`src/rtl/logic_selftest_ctrl_if.sv`:
```
// Bus between the logic self-test controller and the datapath under test.
// The inject port exists only when SELFTEST_INJECT_EN is defined.
interface logic_selftest_ctrl_if;
  logic       start;
  logic       abort;
  logic       a;
  logic       b;
  logic       c;
  logic       d;
  logic       e;
  logic       busy;
  logic       done;
  logic       pass;
  logic [3:0] err_count;
  logic [2:0] first_fail;
  logic       fail_valid;
`ifdef SELFTEST_INJECT_EN
  logic       inject;
`endif

  modport master (
`ifdef SELFTEST_INJECT_EN
    input  inject,
`endif
    input  start,
    input  abort,
    input  d,
    input  e,
    output a,
    output b,
    output c,
    output busy,
    output done,
    output pass,
    output err_count,
    output first_fail,
    output fail_valid
  );

  modport slave (
`ifdef SELFTEST_INJECT_EN
    output inject,
`endif
    output start,
    output abort,
    output d,
    output e,
    input  a,
    input  b,
    input  c,
    input  busy,
    input  done,
    input  pass,
    input  err_count,
    input  first_fail,
    input  fail_valid
  );
endinterface

```
`src/rtl/logic_selftest_ctrl.sv`:
```
// Walks {a,b,c} through all 8 vectors and checks d=(a&b)|~c, e=~c.
// Optional SELFTEST_INJECT_EN adds inject: flips expected d of vector 0.
module logic_selftest_ctrl #(
  parameter int unsigned SETTLE_CYCLES = 2
) (
  input logic            clk,
  input logic            rst_n,
  logic_selftest_ctrl_if.master bus
);

  typedef enum logic [2:0] {
    IDLE,
    APPLY,
    SETTLE,
    SAMPLE,
    DONE
  } state_t;

  localparam logic [3:0] CNT_LOAD = 4'(SETTLE_CYCLES - 1);

  state_t     state_q, state_d;
  logic [2:0] v_q, v_d;
  logic [3:0] cnt_q, cnt_d;
  logic [2:0] abc_q, abc_d;
  logic [3:0] err_q, err_d;
  logic [2:0] ff_q, ff_d;
  logic       fv_q, fv_d;
  logic       pass_q, pass_d;
  logic       done_q, done_d;

  logic       busy;
  logic       launch;
  logic       flip;
  logic       exp_d;
  logic       exp_e;
  logic       mis;

  assign busy = (state_q == APPLY) ||
                (state_q == SETTLE) ||
                (state_q == SAMPLE);

  assign launch = (state_q == IDLE) &&
                  bus.start && !bus.abort;

`ifdef SELFTEST_INJECT_EN
  logic inj_q;

  always_ff @(posedge clk or negedge rst_n) begin
    if (!rst_n) begin
      inj_q <= 1'b0;
    end else if (launch) begin
      inj_q <= bus.inject;
    end
  end

  assign flip = inj_q && (abc_q == 3'b000);
`else
  assign flip = 1'b0;
`endif

  assign exp_d = ((abc_q[2] & abc_q[1]) | ~abc_q[0]) ^ flip;
  assign exp_e = ~abc_q[0];
  assign mis   = (bus.d != exp_d) || (bus.e != exp_e);

  always_ff @(posedge clk or negedge rst_n) begin
    if (!rst_n) begin
      state_q <= IDLE;
      v_q     <= 3'd0;
      cnt_q   <= 4'd0;
      abc_q   <= 3'd0;
      err_q   <= 4'd0;
      ff_q    <= 3'd0;
      fv_q    <= 1'b0;
      pass_q  <= 1'b0;
      done_q  <= 1'b0;
    end else begin
      state_q <= state_d;
      v_q     <= v_d;
      cnt_q   <= cnt_d;
      abc_q   <= abc_d;
      err_q   <= err_d;
      ff_q    <= ff_d;
      fv_q    <= fv_d;
      pass_q  <= pass_d;
      done_q  <= done_d;
    end
  end

  always_comb begin
    state_d = state_q;
    v_d     = v_q;
    cnt_d   = cnt_q;
    abc_d   = abc_q;
    err_d   = err_q;
    ff_d    = ff_q;
    fv_d    = fv_q;
    pass_d  = pass_q;
    done_d  = 1'b0;

    unique case (state_q)
      IDLE: begin
        abc_d = 3'd0;
        if (launch) begin
          state_d = APPLY;
          v_d     = 3'd0;
          err_d   = 4'd0;
          fv_d    = 1'b0;
          pass_d  = 1'b0;
        end
      end
      APPLY: begin
        state_d = SETTLE;
        cnt_d   = CNT_LOAD;
      end
      SETTLE: begin
        if (cnt_q == 4'd0) begin
          state_d = SAMPLE;
        end else begin
          cnt_d = 4'(cnt_q - 4'd1);
        end
      end
      SAMPLE: begin
        if (mis) begin
          err_d = 4'(err_q + 4'd1);
          if (!fv_q) begin
            ff_d = v_q;
            fv_d = 1'b1;
          end
        end
        // Pass reflects the final vector's sample too
        if (v_q == 3'd7) begin
          state_d = DONE;
          abc_d   = 3'd0;
          pass_d  = (err_d == 4'd0);
        end else begin
          state_d = APPLY;
          v_d     = 3'(v_q + 3'd1);
          abc_d   = 3'(v_q + 3'd1);
        end
      end
      DONE: begin
        state_d = IDLE;
        abc_d   = 3'd0;
        done_d  = 1'b1;
      end
      default: begin
        state_d = IDLE;
        abc_d   = 3'd0;
      end
    endcase

    // Abort discards the pending sample and keeps partial results
    if (busy && bus.abort) begin
      state_d = IDLE;
      v_d     = v_q;
      cnt_d   = cnt_q;
      abc_d   = 3'd0;
      err_d   = err_q;
      ff_d    = ff_q;
      fv_d    = fv_q;
      pass_d  = 1'b0;
    end
  end

  assign bus.a          = abc_q[2];
  assign bus.b          = abc_q[1];
  assign bus.c          = abc_q[0];
  assign bus.busy       = busy;
  assign bus.done       = done_q;
  assign bus.pass       = pass_q;
  assign bus.err_count  = err_q;
  assign bus.first_fail = ff_q;
  assign bus.fail_valid = fv_q;

endmodule

```
`src/flat_wrapper.sv`:
```
// flat-port wrapper written by rule: the top's interface ports become plain ports
module logic_selftest_ctrl_flat 
#(
  parameter int unsigned SETTLE_CYCLES = 2
)
  (clk, rst_n, bus_start, bus_abort, bus_d, bus_e, bus_a, bus_b, bus_c, bus_busy, bus_done, bus_pass, bus_err_count, bus_first_fail, bus_fail_valid);
  logic_selftest_ctrl_if bus_i ();
  input logic clk;
  input logic rst_n;
  input wire logic [$bits(bus_i.start)-1:0] bus_start;
  input wire logic [$bits(bus_i.abort)-1:0] bus_abort;
  input wire logic [$bits(bus_i.d)-1:0] bus_d;
  input wire logic [$bits(bus_i.e)-1:0] bus_e;
  output wire logic [$bits(bus_i.a)-1:0] bus_a;
  output wire logic [$bits(bus_i.b)-1:0] bus_b;
  output wire logic [$bits(bus_i.c)-1:0] bus_c;
  output wire logic [$bits(bus_i.busy)-1:0] bus_busy;
  output wire logic [$bits(bus_i.done)-1:0] bus_done;
  output wire logic [$bits(bus_i.pass)-1:0] bus_pass;
  output wire logic [$bits(bus_i.err_count)-1:0] bus_err_count;
  output wire logic [$bits(bus_i.first_fail)-1:0] bus_first_fail;
  output wire logic [$bits(bus_i.fail_valid)-1:0] bus_fail_valid;
  assign bus_i.start = bus_start;
  assign bus_i.abort = bus_abort;
  assign bus_i.d = bus_d;
  assign bus_i.e = bus_e;
  assign bus_a = bus_i.a;
  assign bus_b = bus_i.b;
  assign bus_c = bus_i.c;
  assign bus_busy = bus_i.busy;
  assign bus_done = bus_i.done;
  assign bus_pass = bus_i.pass;
  assign bus_err_count = bus_i.err_count;
  assign bus_first_fail = bus_i.first_fail;
  assign bus_fail_valid = bus_i.fail_valid;
  logic_selftest_ctrl #(.SETTLE_CYCLES(SETTLE_CYCLES)) u_core (.clk(clk), .rst_n(rst_n), .bus(bus_i));
endmodule
```
`config.mk`:
```
export PLATFORM = sky130hd
export DESIGN_NAME = logic_selftest_ctrl_flat
export DESIGN_NICKNAME = d
export VERILOG_FILES = /design/src/rtl/logic_selftest_ctrl_if.sv /design/src/rtl/logic_selftest_ctrl.sv /design/src/flat_wrapper.sv
export SDC_FILE = /design/constraint.sdc
export NUM_CORES = 1
export LEC_CHECK = 0
export CAP_MARGIN = 20
export CORE_MARGIN = 2
export CORE_UTILIZATION = 46
export DETAILED_ROUTE_END_ITERATION = 8
export GPL_TIMING_DRIVEN = 0
export PLACE_DENSITY_LB_ADDON = 0.2
export SYNTH_ARGS = -nofsm -noshare
export SYNTH_HDL_FRONTEND = slang
export SYNTH_SLANG_ARGS = --single-unit
```
`constraint.sdc`:
```
create_clock -name clk -period 2.15 [get_ports clk]
set_input_delay 0.3225 -clock clk [delete_from_list [all_inputs] [get_ports clk]]
set_output_delay 0.3225 -clock clk [all_outputs]
set_load 0.01 [all_outputs]
```
==> reports/results.env, run 1 <==
COMPOUND_GATE_FRACTION_OF_SYNTH_AREA=0.181
SETUP.WORST_PATH.CLASS='reg -> out'
WORST_SETUP_PATH_STARTPOINT='u_core.state_q[1]$_DFFE_PN0P_'
PLACE.DETAILED.HPWL_UM=1910
MAX_FREQ_MHz=516
YOSYS.AREA_SHARE.ADDER=0.0502
FIRST_GLOBAL_VIAS=987
PATH_MAX_FANOUT=10
NETLIST_TOP_CELLS_AREA='dfrtp_1, o21ai_0, ha_1'
CP.REQUIRED_NS=1.83
SYNTH_EDF_COUNT=0
FLOORPLAN.DIE.WIDTH_UM=56.1
N_FILL_CELL=234
POST_SYNTH_AND_OR_NAND_NOR_AREA_FRACTION=0.212
REPORT.POWER.TOTAL_mW=1.03
TIMING.CRITICAL_PATH.FROM_TYPE='flip-flop'
R2R_END='u_core.v_q[0]$_DFFE_PN0P_'
NETLIST_AREA_UM2=1250
SYNTHTOLAYOUTAREAGROWTH_PCT=21.5
R2R-START='u_core.state_q[0]$_DFFE_PN0P_'
POSTCTSHOLDBUFS=0
PERIOD_NEEDED_NS=1.94
GLOBAL_ROUTE.USAGE.TOTAL=0.180
CTS_SINKS=23
FINALHOLDVIOLCOUNT=0
DRTANTENNAVIOLNETS=0
DRV.MAX_CAP_VIOLATION_COUNT=0
CRITICAL_PATH.MAX_STAGE_DELAY_NS=0.54
CTS_INSERTED_BUFFERS=3
SYNTH_CELLS=126
YS.WARNINGS.COUNT=0
WORSTSETUPENDPOINT='bus_busy'
GRT_OVERFLOW=0
GRT_SETUP_UNREPAIRED='no'
FINALCLOCKSKEW_NS=0.0142
HTREE_NUM_LEVELS=1
CLOCK_NETWORK_LATENCY_TO_THE_LATER_PIN_OF_THE_WORST_SKEW_PAIR_NS=0.32
WORST-SLEW-PIN-TRANSITION_NS=0.579
POST_SYNTH.CELL_AREA_AVG_UM2=9.89
DIEHEIGHT_UM=56.1
DRIVE_ABOVE_1_SHARE=0.134
FRACTION_OF_REGISTERS_WITH_ASYNC_SET_RESET=1.00
SYNTH_TOP_AREA_SHARE=0.462
GRT_FIRST_PASS_WIRELENGTH_UM=4440
EFFECTIVE_UTILIZATION_AT_FLOORPLAN=0.494
POST_SYNTH_MUX_AREA_SHARE=0.0452
SETUP_TNS_NS=0
CRITICAL_PATH_CELL_SEQUENCE='buf_2 -> nor2_1 -> nor2_1 -> clkdlybuf4s50_1'
TRITONCTS='done'
IR_DROP_V=0.000461
DRV_SLEW=0
WL_PER_INSTANCE_UM=13.9
GP_ROUTABILITY_CONGESTION=0.839
SYNTH.NET_COUNT=137
DRTPASS1ITERATIONS=4
P_LEAK_nW=0.716
POWER.DENSITY_nW_PER_UM2=679
REGISTER_AREA_SHARE_AFTER_SYNTHESIS=0.462
TIMING.SLEW.HEADROOM=0.610
DIE_OUTLINE_AREA_UM2=3140
POSTLAYOUTCOREUTIL=0.600
INITIALDRTVIOLATIONCOUNT=19
POST_SYNTH_XOR_AREA_FRACTION=0.0211
ANTENNA_CELLS_INSERTED=0
ROUTED_WIRELENGTH_UM=2490
CLOCK_TRANSITION_TIME_AT_THE_FLIP_FLOP_CLOCK_PINS_OF_THE_WORST_SETUP_AND_HOLD_PATHS_NS=0.13
CTS_MAX_PATH_BUFFERS=2
POST_CTS_BUFFERS=0
REG2REG_SLACK_NS=0.29
RR_WORST_DEPTH=5
RUN_STATUS='finished, final reports clean'
REPORT.FINAL.SETUP_VIOL=0
NETS=161
ROUTED_VIA_DENSITY=5.59
SYNTH-MAIN-FF-CELL='dfrtp_1'
NUM_IO_PINS=20
CORE.ROWCOUNT=18
PLACEABLECOREAREA_UM2=2520
GRT_MAX_DEGREE=24
NUMPORTBUFFERS=19
MIN_PERIOD_OVER_PERIOD=0.902
ANTENNA_FOUND_INITIAL=0
DETAILROUTE.VIA_COUNT=1000
HOLDCRITPATHCLASS='in -> async'
WORSTSETUPENDPOINTTYPE='primary output'
SYNTHDOMINANTAREACELLTYPE='dfrtp_1'
TIMING.CRITICAL_PATH.ARRIVAL_NS=1.62
SLOWEST_STAGE='clkdlybuf4s50_1'
DRC=0
CLK_ROOT_BUFFER_CELL='clkbuf_4'
CRITPATHMOSTFREQUENTCELL='nor2_1'
MAIN_COMBINATIONAL_CELL_FAMILY_BY_AREA_AFTER_SYNTHESIS='simple AND/OR/NAND/NOR gates'
COUNT_OF_STATE_ELEMENTS_AFTER_SYNTHESIS=23
YS_TYPES=41
[power by group]
group	internal (mW)	total (mW)	switching, mW
Sequential	0.475	0.525	0.0504
Combinational	0.145	0.307	0.162
Clock	0.0696	0.196	0.126
Total	0.690	1.03	0.339
[through the flow]
| stage | area, µm² | worst slack (ns) | instances | hold slack, ns |
|---|---|---|---|---|
| after floorplan | 1250 | 0.546 | 126 | 0.0269 |
| after detailed placement | 1470 | 0.0290 | 175 | 0.489 |
| after global placement | 1470 | 0.0955 | 175 | 0.479 |
| after CTS | 1500 | 0.110 | 178 | 0.512 |
| final | 1510 | 0.211 | 179 | 0.275 |
| after global routing | 1510 | 0.0906 | 179 | 0.268 |
[cell families after synthesis]
| logic type | count (synthesis) |
|---|---|
| AO/OA/AOI/OAI | 35 |
| XOR/XNOR | 3 |
| adder cells (fa/ha/maj) | 5 |
| buffers and inverters | 9 |
| flip-flops | 23 |
| multiplexers | 4 |
| AND/OR/NAND/NOR | 47 |
[worst max-delay path, delay by kind of cell, from the launching register on]
| kind | cells | cell delay, ns |
|---|---|---|
| buffers and inverters | 2 | 0.77 |
| DFF | 1 | 0.38 |
| and+or+nand+nor | 2 | 0.17 |
[worst min path at each step]
stage	cells after the start	slack (ns)	end
final	1	0.28	u_core.bus.first_fail[2]$_DFFE_PN0P_
after global routing	1	0.27	u_core.bus.first_fail[2]$_DFFE_PN0P_
after floorplan	0	0.03	u_core.abc_q[0]$_DFFE_PN0P_
after CTS	1	0.51	u_core.cnt_q[3]$_DFFE_PN0P_
after global placement	1	0.48	u_core.cnt_q[3]$_DFFE_PN0P_
after detailed placement	1	0.49	u_core.cnt_q[3]$_DFFE_PN0P_
[metal layers]
metal | vias to the layer above | track usage | wire (µm)
met4 | 0 | 0.0476 | 23
met3 | 4 | 0.0605 | 125
met2 | 26 | 0.279 | 1150
met5 | - | 0 | 0
met1 | 474 | 0.241 | 1180
li1 | 496 | - | -
[synth_stat cells (all sizes together) (2+ instances only)]
cell / instances
clkbuf: 2
and2: 2
a21oi: 5
nand2b: 3
inv: 6
or3: 2
o21ai: 17
mux2: 4
dfrtp: 23
ha: 5
xor2: 2
nor2: 11
nor3b: 2
nand3: 2
nor4: 4
nand2: 13
a21o: 5
and4: 2
[area by class of cell]
cell class,count,area (µm²),share of cell area
plain buffers,2,10.0,0.00661
clock buffers,3,22.5,0.0149
clock inverters,1,5.00,0.00331
inverters,6,22.5,0.0149
multi-input cells,94,634,0.419
flip-flops and latches,23,577,0.381
well taps,30,37.5,0.0248
repair buffers,20,205,0.136
[state kept, by name, summed over array words and instances, names as in the netlist]
name	flops
u_core.state_q	3
u_core.bus.err_count	4
u_core.v_q	3
u_core.bus.fail_valid	1
u_core.bus.done	1
u_core.cnt_q	4
u_core.bus.first_fail	3
u_core.abc_q	3
u_core.bus.pass	1
[layout by cell type, fill, tap and decap left out, drive strengths merged]
cell type | netlist | final
a21oi | 5 | 5
nand2 | 13 | 13
a22o | 1 | 1
xor2 | 2 | 2
or2 | 1 | 1
nand3b | 1 | 1
o31ai | 1 | 1
and4 | 2 | 2
or3 | 2 | 2
o22ai | 1 | 1
a221oi | 1 | 1
and3b | 1 | 1
buf | 1 | 2
nand3 | 2 | 2
o21ai | 17 | 17
a21o | 5 | 5
mux2 | 4 | 4
or3b | 1 | 1
ha | 5 | 5
o32a | 1 | 1
a21boi | 1 | 1
dfrtp | 23 | 23
nor4b | 1 | 1
clkinv | 0 | 1
nand2b | 3 | 3
inv | 6 | 6
a31oi | 1 | 1
clkdlybuf4s50 | 0 | 19
and2 | 2 | 2
nor2 | 11 | 11
clkbuf | 2 | 4
nor4 | 4 | 4
and3 | 1 | 1
a2bb2oi | 1 | 1
nor3b | 2 | 2
xnor2 | 1 | 1
[timing repair]
item | 4_1_cts | 5_1_grt
cloned | 0 | 0
setup endpoints to repair | 1 | 1
gates resized for setup | 0 | 1
Power figures use the tool's default switching activity.
==> run 2: changes to the inputs <==
- CORE_MARGIN: 2 -> default
==> reports/results.env, run 2 (synthesis results as in run 1) <==
DRTANTENNAVIOLNETS=0
DRIVE_ABOVE_1_SHARE=0.121
REPORT.POWER.TOTAL_mW=1.04
LAYOUT.CELLS.NON_FILLER=179
NUMPORTBUFFERS=19
GRT_OVERFLOW=0
RUN_STATUS='finished, final reports clean'
TRITONCTS='done'
FINAL_CELL_MIX='dfrtp_1, clkdlybuf4s50_1, o21ai_0'
DETAILROUTE.VIA_COUNT=1015
POSTLAYOUTCOREUTIL=0.604
PWR-SHARE-SEQ=0.503
CLK_ROOT_BUFFER_CELL='clkbuf_4'
MAX_FREQ_MHz=493
GRT_SETUP_UNREPAIRED='no'
WORSTSETUPENDPOINTTYPE='primary output'
CRITICAL_PATH_CELL_SEQUENCE='nor2_1 -> nor2_1 -> clkdlybuf4s50_1'
CTS_INSERTED_BUFFERS=3
MIN_PERIOD_OVER_PERIOD=0.943
DRTPASS1ITERATIONS=4
GP_ROUTABILITY_CONGESTION=0.862
NUM_IO_PINS=20
DIEHEIGHT_UM=54.1
SETUP_TNS_NS=0
TIMING.CRITICAL_PATH.FROM_TYPE='flip-flop'
IR_DROP_V=0.000439
GRT_MAX_DEGREE=24
FLOORPLAN.DIE.WIDTH_UM=54.1
TIMING.SLEW.HEADROOM=0.668
ANTENNA_CELLS_INSERTED=0
EFFECTIVE_UTILIZATION_AT_FLOORPLAN=0.494
CLOCK_NETWORK_LATENCY_TO_THE_LATER_PIN_OF_THE_WORST_SKEW_PAIR_NS=0.32
N_FILL_CELL=230
ANTENNA_FOUND_INITIAL=0
FINALCLOCKSKEW_NS=0.00825
PATH_MAX_FANOUT=15
SLOWEST_STAGE='dfrtp_1'
PLACE.DETAILED.HPWL_UM=1880
GLOBAL_ROUTE.USAGE.TOTAL=0.198
ROUTED_VIA_DENSITY=5.67
WORST-SLEW-PIN-TRANSITION_NS=0.497
CELL_COUNT_POST_PLACEMENT=175
CRITICAL_PATH.MAX_STAGE_DELAY_NS=0.61
HOLDCRITPATHCLASS='in -> async'
MOST_COMMON_CELL_AFTER_LAYOUT_FILL_AND_TAPS_ASIDE='dfrtp_1'
SYNTHTOLAYOUTAREAGROWTH_PCT=22.3
SWITCHINGPOWER_mW=0.345
P_LEAK_nW=0.719
SETUP.WORST_PATH.CLASS='reg -> out'
POWER.DENSITY_nW_PER_UM2=682
POWER.SWITCHING_FRACTION=0.332
INTPOWER_mW=0.694
FINALHOLDVIOLCOUNT=0
NETS=161
INITIALDRTVIOLATIONCOUNT=9
TIMING.CRITICAL_PATH.ARRIVAL_NS=1.71
GRT_FIRST_PASS_WIRELENGTH_UM=4040
COMBPWRFRAC=0.299
CRITPATHMOSTFREQUENTCELL='nor2_1'
DRV.MAX_CAP_VIOLATION_COUNT=0
DRC=0
CORE.ROWCOUNT=18
WL_PER_INSTANCE_UM=14.1
REPORT.FINAL.SETUP_VIOL=0
PLACEABLECOREAREA_UM2=2520
CTS_SINKS=23
CP.REQUIRED_NS=1.83
ROUTED_WIRELENGTH_UM=2530
PERIOD_NEEDED_NS=2.03
CLOCK_TRANSITION_TIME_AT_THE_FLIP_FLOP_CLOCK_PINS_OF_THE_WORST_SETUP_AND_HOLD_PATHS_NS=0.12
POST_CTS_BUFFERS=0
DIE_OUTLINE_AREA_UM2=2920
SHARE_OF_POWER_BURNED_IN_THE_CLOCK_NETWORK=0.198
FIRST_GLOBAL_VIAS=938
CTS_MAX_PATH_BUFFERS=2
DRV_SLEW=0
HTREE_NUM_LEVELS=1
run 2: cell types whose count changed in the layout (fill, tap and decap cells not counted), sizes merged:
cell | before | now
clkinv | 1 | 0
clkbuf | 4 | 5
run 2: power groups by stage:
stage	Clock (mW)	Sequential, mW	Combinational (mW)
after global routing	0.226	0.531	0.350
after detailed placement	0	0.523	0.315
after floorplan	0	0.521	0.203
after global placement	0	0.520	0.302
after CTS	0.212	0.522	0.306
final	0.206	0.523	0.310
run 2: layer usage:
layer | track usage | wire length [µm]
met2 | 0.311 | 1170
met4 | 0.0769 | 36
met1 | 0.265 | 1220
met5 | 0 | 0
met3 | 0.0424 | 103
run 2: critical path, delay by kind of cell, from the launching register on:
kind                   cells  cell delay (ns)
flip-flops                 1             0.61
buffers and inverters      1             0.54
AND/OR/NAND/NOR            2             0.23
run 2: per-stage QoR:
stage | hold slack, ns | instance area [µm²] | setup slack (ns)
2_1_floorplan | 0.0269 | 1250 | 0.546
3_3_place_gp | 0.477 | 1470 | 0.0936
3_5_place_dp | 0.483 | 1470 | 0.0845
4_1_cts | 0.504 | 1500 | 0.129
5_1_grt | 0.198 | 1520 | 0.00538
6_report | 0.213 | 1520 | 0.122
run 2: path summary, 6_finish.rpt:
path	depth (start not counted)	end	startpoint	slack (ns)
max	3	bus_busy	u_core.state_q[0]$_DFFE_PN0P_	0.12
min	1	u_core.v_q[0]$_DFFE_PN0P_	rst_n	0.21
max reg2reg	5	u_core.v_q[0]$_DFFE_PN0P_	u_core.state_q[0]$_DFFE_PN0P_	0.31
min reg2reg	1	u_core.cnt_q[3]$_DFFE_PN0P_	u_core.cnt_q[3]$_DFFE_PN0P_	0.51
max in group asynchronous	2	u_core.state_q[1]$_DFFE_PN0P_	rst_n	1.57
min in group clk	1	u_core.cnt_q[3]$_DFFE_PN0P_	u_core.cnt_q[3]$_DFFE_PN0P_	0.51
run 2: what timing repair did:
action,CTS,global route
setup endpoints to repair,1,0
hold buffers,0,0
resized for setup,0,0
endpoints found under the hold margin,0,0
run 2: area by class of cell:
type	instances	area (µm²)	area share
Tap cell	30	37.5	0.0246
Clock buffer	4	26.3	0.0172
Multi-Input combinational cell	94	634	0.416
Buffer	2	10.0	0.00657
Sequential cell	23	576	0.378
Timing Repair Buffer	20	218	0.143
Inverter	6	22.5	0.0148
==> run 3: changes to the inputs <==
- CORE_ASPECT_RATIO: default -> 2
==> reports/results.env, run 3 (synthesis results as in run 1) <==
DIEHEIGHT_UM=75.6
ROUTED_VIA_DENSITY=5.86
GRT_OVERFLOW=0
DETAILROUTE.VIA_COUNT=1038
ANTENNA_CELLS_INSERTED=0
RUN_STATUS='finished, final reports clean'
CRITICAL_PATH_CELL_SEQUENCE='nor2_1 -> nor2_1 -> clkdlybuf4s50_1'
GLOBAL_ROUTE.USAGE.TOTAL=0.219
CTS_SINKS=23
CRITICAL_PATH.MAX_STAGE_DELAY_NS=0.61
IR_DROP_V=0.000431
MAX_FREQ_MHz=509
POSTCTSHOLDBUFS=0
MOST_COMMON_CELL_AFTER_LAYOUT_FILL_AND_TAPS_ASIDE='dfrtp_1'
WORST-SLEW-PIN-TRANSITION_NS=0.631
WORSTSETUPENDPOINTTYPE='primary output'
GRT_SETUP_UNREPAIRED='no'
DRC=0
CRITPATHMOSTFREQUENTCELL='nor2_1'
PLACE.DETAILED.HPWL_UM=2190
WL_PER_INSTANCE_UM=16.0
CLK_ROOT_BUFFER_CELL='clkbuf_8'
PERIOD_NEEDED_NS=1.97
POWER.DENSITY_nW_PER_UM2=723
REPORT.FINAL.SETUP_VIOL=0
ANTENNA_FOUND_INITIAL=0
CP.REQUIRED_NS=1.83
RR_WORST_DEPTH=5
DRV_SLEW=0
FINALCLOCKSKEW_NS=0.00524
CLOCK_TRANSITION_TIME_AT_THE_FLIP_FLOP_CLOCK_PINS_OF_THE_WORST_SETUP_AND_HOLD_PATHS_NS=0.08
INITIALDRTVIOLATIONCOUNT=32
POST_CTS_BUFFERS=0
NETS=161
CORE.ROWCOUNT=26
SLOWEST_STAGE='dfrtp_1'
PLACEABLECOREAREA_UM2=2570
GP_ROUTABILITY_CONGESTION=0.850
DIE_OUTLINE_AREA_UM2=2930
CELL_COUNT_POST_PLACEMENT=173
FINAL_CELL_MIX='dfrtp_1, clkdlybuf4s50_1, o21ai_0'
DRV.MAX_CAP_VIOLATION_COUNT=0
TRITONCTS='done'
ROUTED_WIRELENGTH_UM=2840
TIMING.CRITICAL_PATH.FROM_TYPE='flip-flop'
GRT_FIRST_PASS_WIRELENGTH_UM=4570
PATH_MAX_FANOUT=15
SETUP.WORST_PATH.CLASS='reg -> out'
DRTANTENNAVIOLNETS=0
CTS_MAX_PATH_BUFFERS=2
FLOORPLAN.DIE.WIDTH_UM=38.8
SYNTHTOLAYOUTAREAGROWTH_PCT=22.7
FIRST_GLOBAL_VIAS=1018
TIMING.SLEW.HEADROOM=0.578
SETUP_TNS_NS=0
NUMPORTBUFFERS=19
CTS_INSERTED_BUFFERS=3
TIMING.CRITICAL_PATH.ARRIVAL_NS=1.64
DRTPASS1ITERATIONS=4
P_LEAK_nW=0.725
NUM_IO_PINS=20
CTS_REPAIR_RESIZE_COUNT=0
GRT_MAX_DEGREE=24
N_FILL_CELL=248
EFFECTIVE_UTILIZATION_AT_FLOORPLAN=0.485
MIN_PERIOD_OVER_PERIOD=0.915
FINALHOLDVIOLCOUNT=0
DRIVE_ABOVE_1_SHARE=0.128
HOLDCRITPATHCLASS='in -> async'
CLOCK_NETWORK_LATENCY_TO_THE_LATER_PIN_OF_THE_WORST_SKEW_PAIR_NS=0.26
LAYOUT.CELLS.NON_FILLER=177
HTREE_NUM_LEVELS=1
## run 3: changes by cell type in the layout (fill, tap and decap cells not counted), sizes merged
cell,delta
clkinv,+1
clkbuf,-1
## run 3: cell type report
class | count | area [µm²] | share of cell area
Buffer | 2 | 10.0 | 0.00655
Clock buffer | 3 | 41.3 | 0.0270
Clock inverter | 1 | 5.00 | 0.00327
Inverter | 6 | 22.5 | 0.0147
Multi-Input combinational cell | 94 | 634 | 0.415
Sequential cell | 23 | 576 | 0.376
Tap cell | 28 | 35.0 | 0.0229
Timing Repair Buffer | 20 | 205 | 0.134
## run 3: worst paths after layout
path	from	endpoint	slack (ns)
hold / removal	rst_n	u_core.cnt_q[3]$_DFFE_PN0P_	0.45
max in group asynchronous	rst_n	u_core.bus.first_fail[2]$_DFFE_PN0P_	1.21
hold reg to reg	u_core.bus.first_fail[1]$_DFFE_PN0P_	u_core.bus.first_fail[1]$_DFFE_PN0P_	0.52
setup / recovery	u_core.state_q[0]$_DFFE_PN0P_	bus_busy	0.18
min in group clk	u_core.bus.first_fail[1]$_DFFE_PN0P_	u_core.bus.first_fail[1]$_DFFE_PN0P_	0.52
setup reg to reg	u_core.state_q[0]$_DFFE_PN0P_	u_core.v_q[0]$_DFFE_PN0P_	0.36
## run 3: per-layer routing
metal	GRT usage	wire length, µm	vias to the layer above
met5	0	0	-
met2	0.413	1660	18
met4	0.0920	55	0
li1	-	-	496
met1	0.232	1050	518
met3	0.0233	73	6
## run 3: power breakdown
group          total (mW)  internal [mW]  switching [mW]
Clock               0.269          0.129           0.139
Sequential          0.524          0.474          0.0500
Combinational       0.313          0.146           0.167
## run 3: critical path, delay by kind of cell (launching register included)
kind	cells	cell delay, ns
flip-flops	1	0.61
buffers and inverters	1	0.54
AND/OR/NAND/NOR	2	0.23
## run 3: per-stage QoR
| step | setup WS (ns) | utilization | area (µm²) | power (mW) | hold WS, ns |
|---|---|---|---|---|---|
| finish | 0.183 | 0.595 | 1530 | 1.11 | 0.449 |
| global route | 0.0830 | 0.595 | 1530 | 1.17 | 0.502 |
| CTS | 0.178 | 0.589 | 1510 | 1.12 | 0.526 |
| detailed placement | 0.0682 | 0.573 | 1470 | 0.849 | 0.500 |
| global placement | 0.126 | 0.573 | 1470 | 0.829 | 0.495 |
| floorplan | 0.546 | - | 1250 | 0.724 | 0.0269 |
